===== config.mk =====
export PLATFORM = sky130hd
export DESIGN_NAME = multicycle_control_32
export DESIGN_NICKNAME = d
export VERILOG_FILES = /design/src/rtl/mips_pkg.sv /design/src/rtl/multicycle_ctrl_decode.sv /design/src/rtl/multicycle_control_32.sv
export SDC_FILE = /design/constraint.sdc
export NUM_CORES = 1
export LEC_CHECK = 0
export CORE_AREA = 5 5 42 44
export CTS_CLUSTER_SIZE = 40
export DETAILED_ROUTE_END_ITERATION = 8
export DIE_AREA = 0 0 47 49
export GPL_ROUTABILITY_DRIVEN = 0
export GPL_TIMING_DRIVEN = 0
export PLACE_DENSITY_LB_ADDON = 0.25
export SLEW_MARGIN = 10
export SYNTH_ARGS = -nofsm -noshare
export SYNTH_HDL_FRONTEND = slang
export SYNTH_SLANG_ARGS = --single-unit

===== constraint.sdc =====
create_clock -name clk -period 2.3 [get_ports clk]
set_input_delay 0.345 -clock clk [delete_from_list [all_inputs] [get_ports clk]]
set_output_delay 0.345 -clock clk [all_outputs]
set_load 0.02 [all_outputs]

===== src/rtl/mips_pkg.sv =====
// rtl/mips_pkg.sv - shared state, opcode, alu_op and pc_source definitions for the multicycle control path
package mips_pkg;

    typedef enum logic [3:0] {
        ST_IDLE     = 4'd0,
        ST_FETCH    = 4'd1,
        ST_DECODE   = 4'd2,
        ST_MEMADR   = 4'd3,
        ST_MEMRD    = 4'd4,
        ST_MEMWB    = 4'd5,
        ST_MEMWR    = 4'd6,
        ST_RTYPE_EX = 4'd7,
        ST_RTYPE_WB = 4'd8,
        ST_BRANCH   = 4'd9,
        ST_JUMP     = 4'd10,
        ST_ADDI_EX  = 4'd11,
        ST_ADDI_WB  = 4'd12
    } state_t;

    localparam logic [5:0] OP_RTYPE = 6'b000000;
    localparam logic [5:0] OP_LW    = 6'b100011;
    localparam logic [5:0] OP_SW    = 6'b101011;
    localparam logic [5:0] OP_BEQ   = 6'b000100;
    localparam logic [5:0] OP_J     = 6'b000010;
    localparam logic [5:0] OP_ADDI  = 6'b001000;

    // Shared with the ALU control stage so both ends agree on the encoding.
    localparam logic [1:0] ALU_OP_ADD   = 2'b00;
    localparam logic [1:0] ALU_OP_SUB   = 2'b01;
    localparam logic [1:0] ALU_OP_FUNCT = 2'b10;

    localparam logic [1:0] PC_SRC_ALU    = 2'b00;
    localparam logic [1:0] PC_SRC_ALUOUT = 2'b01;
    localparam logic [1:0] PC_SRC_JUMP   = 2'b10;

    localparam logic [1:0] ALU_B_REG       = 2'b00;
    localparam logic [1:0] ALU_B_FOUR      = 2'b01;
    localparam logic [1:0] ALU_B_IMM       = 2'b10;
    localparam logic [1:0] ALU_B_IMM_SHIFT = 2'b11;

    typedef struct packed {
        logic       pc_write;
        logic       pc_write_cond;
        logic       i_or_d;
        logic       mem_read;
        logic       mem_write;
        logic       ir_write;
        logic       mem_to_reg;
        logic       reg_dst;
        logic       reg_write;
        logic       alu_src_a;
        logic [1:0] alu_src_b;
        logic [1:0] alu_op;
        logic [1:0] pc_source;
        logic       illegal_op;
    } ctrl_t;

    function automatic logic is_legal_op(input logic [5:0] op);
        return (op == OP_RTYPE) || (op == OP_LW) || (op == OP_SW) ||
               (op == OP_BEQ) || (op == OP_J) || (op == OP_ADDI);
    endfunction

endpackage


===== src/rtl/multicycle_ctrl_decode.sv =====
// rtl/multicycle_ctrl_decode.sv - combinational state-to-control decode for the multicycle datapath
import mips_pkg::*;

module multicycle_ctrl_decode (
    input  state_t     state,
    input  logic [5:0] opcode,
    input  logic       mem_ready,
    output ctrl_t      ctrl
);

    // Everything defaults to 0; IDLE and unused encodings keep that default.
    always_comb begin
        ctrl = '0;
        case (state)
            ST_FETCH: begin
                ctrl.mem_read  = 1'b1;
                ctrl.alu_src_b = ALU_B_FOUR;
                ctrl.alu_op    = ALU_OP_ADD;
                ctrl.pc_source = PC_SRC_ALU;
                // IR and PC only capture once the instruction word has arrived.
                ctrl.ir_write  = mem_ready;
                ctrl.pc_write  = mem_ready;
            end
            ST_DECODE: begin
                ctrl.alu_src_b  = ALU_B_IMM_SHIFT;
                ctrl.alu_op     = ALU_OP_ADD;
                ctrl.illegal_op = !is_legal_op(opcode);
            end
            ST_MEMADR: begin
                ctrl.alu_src_a = 1'b1;
                ctrl.alu_src_b = ALU_B_IMM;
                ctrl.alu_op    = ALU_OP_ADD;
            end
            ST_MEMRD: begin
                ctrl.mem_read = 1'b1;
                ctrl.i_or_d   = 1'b1;
            end
            ST_MEMWR: begin
                ctrl.mem_write = 1'b1;
                ctrl.i_or_d    = 1'b1;
            end
            ST_MEMWB: begin
                ctrl.reg_write  = 1'b1;
                ctrl.mem_to_reg = 1'b1;
            end
            ST_RTYPE_EX: begin
                ctrl.alu_src_a = 1'b1;
                ctrl.alu_src_b = ALU_B_REG;
                ctrl.alu_op    = ALU_OP_FUNCT;
            end
            ST_RTYPE_WB: begin
                ctrl.reg_write = 1'b1;
                ctrl.reg_dst   = 1'b1;
            end
            ST_BRANCH: begin
                ctrl.alu_src_a     = 1'b1;
                ctrl.alu_src_b     = ALU_B_REG;
                ctrl.alu_op        = ALU_OP_SUB;
                ctrl.pc_write_cond = 1'b1;
                ctrl.pc_source     = PC_SRC_ALUOUT;
            end
            ST_JUMP: begin
                ctrl.pc_write  = 1'b1;
                ctrl.pc_source = PC_SRC_JUMP;
            end
            ST_ADDI_EX: begin
                ctrl.alu_src_a = 1'b1;
                ctrl.alu_src_b = ALU_B_IMM;
                ctrl.alu_op    = ALU_OP_ADD;
            end
            ST_ADDI_WB: begin
                ctrl.reg_write = 1'b1;
            end
            default: ctrl = '0;
        endcase
    end

endmodule


===== src/rtl/multicycle_control_32.sv =====
// rtl/multicycle_control_32.sv - multicycle MIPS control FSM: state register, sequencing and output fan-out
import mips_pkg::*;

module multicycle_control_32 (
    input  logic       clk,
    input  logic       reset_n,
    input  logic [5:0] opcode,
    input  logic       mem_ready,
    output logic       pc_write,
    output logic       pc_write_cond,
    output logic       i_or_d,
    output logic       mem_read,
    output logic       mem_write,
    output logic       ir_write,
    output logic       mem_to_reg,
    output logic       reg_dst,
    output logic       reg_write,
    output logic       alu_src_a,
    output logic [1:0] alu_src_b,
    output logic [1:0] alu_op,
    output logic [1:0] pc_source,
    output logic       illegal_op,
    output logic [3:0] state
);

    state_t state_q;
    state_t state_d;
    ctrl_t  ctrl;

    // State register; reset drops to IDLE immediately so no strobe survives.
    always_ff @(posedge clk or negedge reset_n) begin
        if (!reset_n) begin
            state_q <= ST_IDLE;
        end else begin
            state_q <= state_d;
        end
    end

    // Next-state sequencing; memory states hold until mem_ready.
    always_comb begin
        state_d = ST_FETCH;
        case (state_q)
            ST_IDLE:  state_d = ST_FETCH;
            ST_FETCH: state_d = mem_ready ? ST_DECODE : ST_FETCH;
            ST_DECODE: begin
                case (opcode)
                    OP_LW, OP_SW: state_d = ST_MEMADR;
                    OP_RTYPE:     state_d = ST_RTYPE_EX;
                    OP_BEQ:       state_d = ST_BRANCH;
                    OP_J:         state_d = ST_JUMP;
                    OP_ADDI:      state_d = ST_ADDI_EX;
                    default:      state_d = ST_FETCH;
                endcase
            end
            ST_MEMADR:   state_d = (opcode == OP_LW) ? ST_MEMRD : ST_MEMWR;
            ST_MEMRD:    state_d = mem_ready ? ST_MEMWB : ST_MEMRD;
            ST_MEMWB:    state_d = ST_FETCH;
            ST_MEMWR:    state_d = mem_ready ? ST_FETCH : ST_MEMWR;
            ST_RTYPE_EX: state_d = ST_RTYPE_WB;
            ST_RTYPE_WB: state_d = ST_FETCH;
            ST_BRANCH:   state_d = ST_FETCH;
            ST_JUMP:     state_d = ST_FETCH;
            ST_ADDI_EX:  state_d = ST_ADDI_WB;
            ST_ADDI_WB:  state_d = ST_FETCH;
            default:     state_d = ST_FETCH;
        endcase
    end

    multicycle_ctrl_decode u_decode (
        .state     (state_q),
        .opcode    (opcode),
        .mem_ready (mem_ready),
        .ctrl      (ctrl)
    );

    assign pc_write      = ctrl.pc_write;
    assign pc_write_cond = ctrl.pc_write_cond;
    assign i_or_d        = ctrl.i_or_d;
    assign mem_read      = ctrl.mem_read;
    assign mem_write     = ctrl.mem_write;
    assign ir_write      = ctrl.ir_write;
    assign mem_to_reg    = ctrl.mem_to_reg;
    assign reg_dst       = ctrl.reg_dst;
    assign reg_write     = ctrl.reg_write;
    assign alu_src_a     = ctrl.alu_src_a;
    assign alu_src_b     = ctrl.alu_src_b;
    assign alu_op        = ctrl.alu_op;
    assign pc_source     = ctrl.pc_source;
    assign illegal_op    = ctrl.illegal_op;
    assign state         = state_q;

endmodule


==> impl_metrics.ini <==
[logic_synthesis]
synth_seq_cells = 4
async_reset_ff_share_pct = 100
ys_types = 33
synthesis.nets = 79
yosys.area.top_type = dfrtp_1
synthCells = 70
yosysSeqAreaShare_pct = 20.5
syn_avg_cell_area_um2 = 6.97
ys_top_cells_by_area = dfrtp_1, nor2_1, nand2b_1
synth_ff_type = dfrtp_1
yosys_warnings = 0
synth-edff-count = 0
yosysTopAreaCellShare_pct = 20.5
synth_area_um2 = 488

[setup_path]
cp.required_ps = 1960
path_class = reg -> out
rr_startpoint = state[2]
r2r_slack_ps = 800
crit_chain = clkbuf_4, nor2b_2, nor3b_1, clkdlybuf4s50_1
r2r_end = state[1]
critPathMaxFanout = 10
ff2ff_path_depth = 4
critPathArrivalTime_ps = 1880
setup.worst_path.end_class = output port
critPathLaunchType = flip-flop
cp_slowest_cell = clkdlybuf4s50_1
cpPeakStageDelay_ps = 630

[routing]
vias = 619
wl_um = 1510
firstDrtPassIters = 4
first_iter_violations = 13
viasPerCell = 5.25
wire_per_inst_um = 12.8
drc = 0
antenna_left = 0

[clock_network]
clk_latency_ps = 230
cts_sinks = 4
clkTransAtPathRegs_ps = 40
cts_hold_buf = 0
cts-htree-levels = 1
clockBufferDepth = 2
cts_root_buf = clkbuf_4
cts_tree = yes
numCtsBuffers = 3

[global_routing]
grt-ovfl-total = 0
grt_start_max_net_pins = 11
antenna_found_initial = 0
grt_pass1_vias = 557
grt_pass1_wl_um = 2420
grtUsageTotal_pct = 13.9

[worst_hold_path]
min_path_type = in -> async

[outcome]
run_status = complete, no violations

[timing]
fmax_mhz = 450
report.final.slew_viol_count = 0
grt_setup_unrepaired = no
fin_crit_ps = 2220
max-slew-margin-rel_pct = 78.0
fin_crit_sh_pct = 96.6
skew_ps = 3.76
finalHoldViolCount = 0
worst_pin_slew_ps = 326
setup_viol = 0

[finish]
drive_above_1_share_pct = 11.8
layoutNonFillerInstCount = 118
layout.nets = 113
num-fill-cells = 138
largest_reg_flops = 4
final_core_util_pct = 60.8
syn_to_final_growth_pct = 74.6
antenna-diode-count = 0

[die]
io_pins = 30
die_x_um = 47
die_area_mm2 = 0.00230
placement_rows = 14
die_h_um = 49
start_util_pct = 34.8
core_area_mm2 = 0.00140

[placement]
port_buffers = 29
post-dp-hpwl_um = 1150
dp_cells = 115

[power_and_ir_drop]
ir_worst_vdd_v = 0.000438
power.density_mw_per_mm2 = 1140
power.leakage_uw = 0.000421

[run]
drv_cap = 0
==> worst max-delay path by stage <==
stage,slack [ps],to,start,cells past startpoint
after floorplan,390,illegal_op,state[2],3
after global placement,-90,illegal_op,opcode[1],5
after detailed placement,-90,illegal_op,opcode[1],5
after CTS,10,pc_write,state[3],5
after global routing,10,alu_src_b[1],state[3],4
final,80,alu_src_b[1],state[3],4
==> metal layers <==
layer	wire (um)	share of wire, %	track usage [%]	vias up
li1	-	-	-	317
met1	660	44	17.0	281
met2	748	49	22.4	21
met3	105	6.9	2.21	0
met4	0	0	6.91	0
met5	0	0	0	-
==> cell families after synthesis <==
family / synth area share, %
AO/OA/AOI/OAI: 26.4
buffers and inverters: 5.38
flip-flops: 20.5
AND/OR/NAND/NOR: 42.1
XOR/XNOR: 3.59
adder cells (fa/ha/maj): 2.05
==> power by group <==
group          internal [uW]  leakage (uW)  switching [uW]
Clock                   58.4     0.0000138            29.4
Combinational            351      0.000357             404
Sequential              97.3     0.0000506            29.6
==> synth_stat cells, types with 2 or more instances <==
cell type	count
dfrtp_1	4
o21ai_0	4
nor3b_1	3
nor2b_1	2
buf_2	3
nor3_1	4
nor2_1	13
nand2_1	3
a21oi_1	4
clkbuf_1	2
nand2b_1	5
a2bb2oi_1	2
==> area by class of cell <==
type	count	area, um2	share of cell area [%]
Multi-Input combinational cell	60	372	43.6
Clock buffer	3	22.5	2.64
Timing Repair Buffer	29	304	35.7
Buffer	5	30.0	3.52
Tap cell	16	20.0	2.35
Sequential cell	4	100	11.7
Inverter	1	3.75	0.441
==> metrics by stage <==
step           setup WS [ps]  hold WS (ps)  TNS [ps]  area (um2)  power [uW]
3_3_place_gp           -90.7           552     -90.7         798         868
3_5_place_dp           -88.4           571     -88.4         798         874
4_1_cts                 14.8           318         0         823         966
5_1_grt                 11.2           333         0         852        1040
2_1_floorplan            390          49.4         0         488         568
6_report                78.7           316         0         852         970
==> timing repair <==
| item | CTS | global route |
|---|---|---|
| resized for setup | 3 | 12 |
| gates cloned | 0 | 0 |
| buffers inserted | 0 | 0 |
| endpoints found under the setup margin | 8 | 9 |
==> cell usage in the layout (no fill, tap or decap), types with 2 or more instances in the layout <==
cell type	instances
clkbuf_4	5
dlymetal6s2s_1	6
dfrtp_1	4
buf_2	2
a2bb2oi_1	2
nand2b_1	4
a21oi_1	4
nor3b_1	2
nand2_1	3
nor3_1	4
nor2_1	13
clkdlybuf4s50_1	22
o21ai_0	4
==> worst max-delay path: cells and delay by family, from the launching register on <==
family        cells  cell delay [ps]
buf+inv           2              850
flops             1              440
simple gates      2              360
Power figures use the tool's default switching activity.
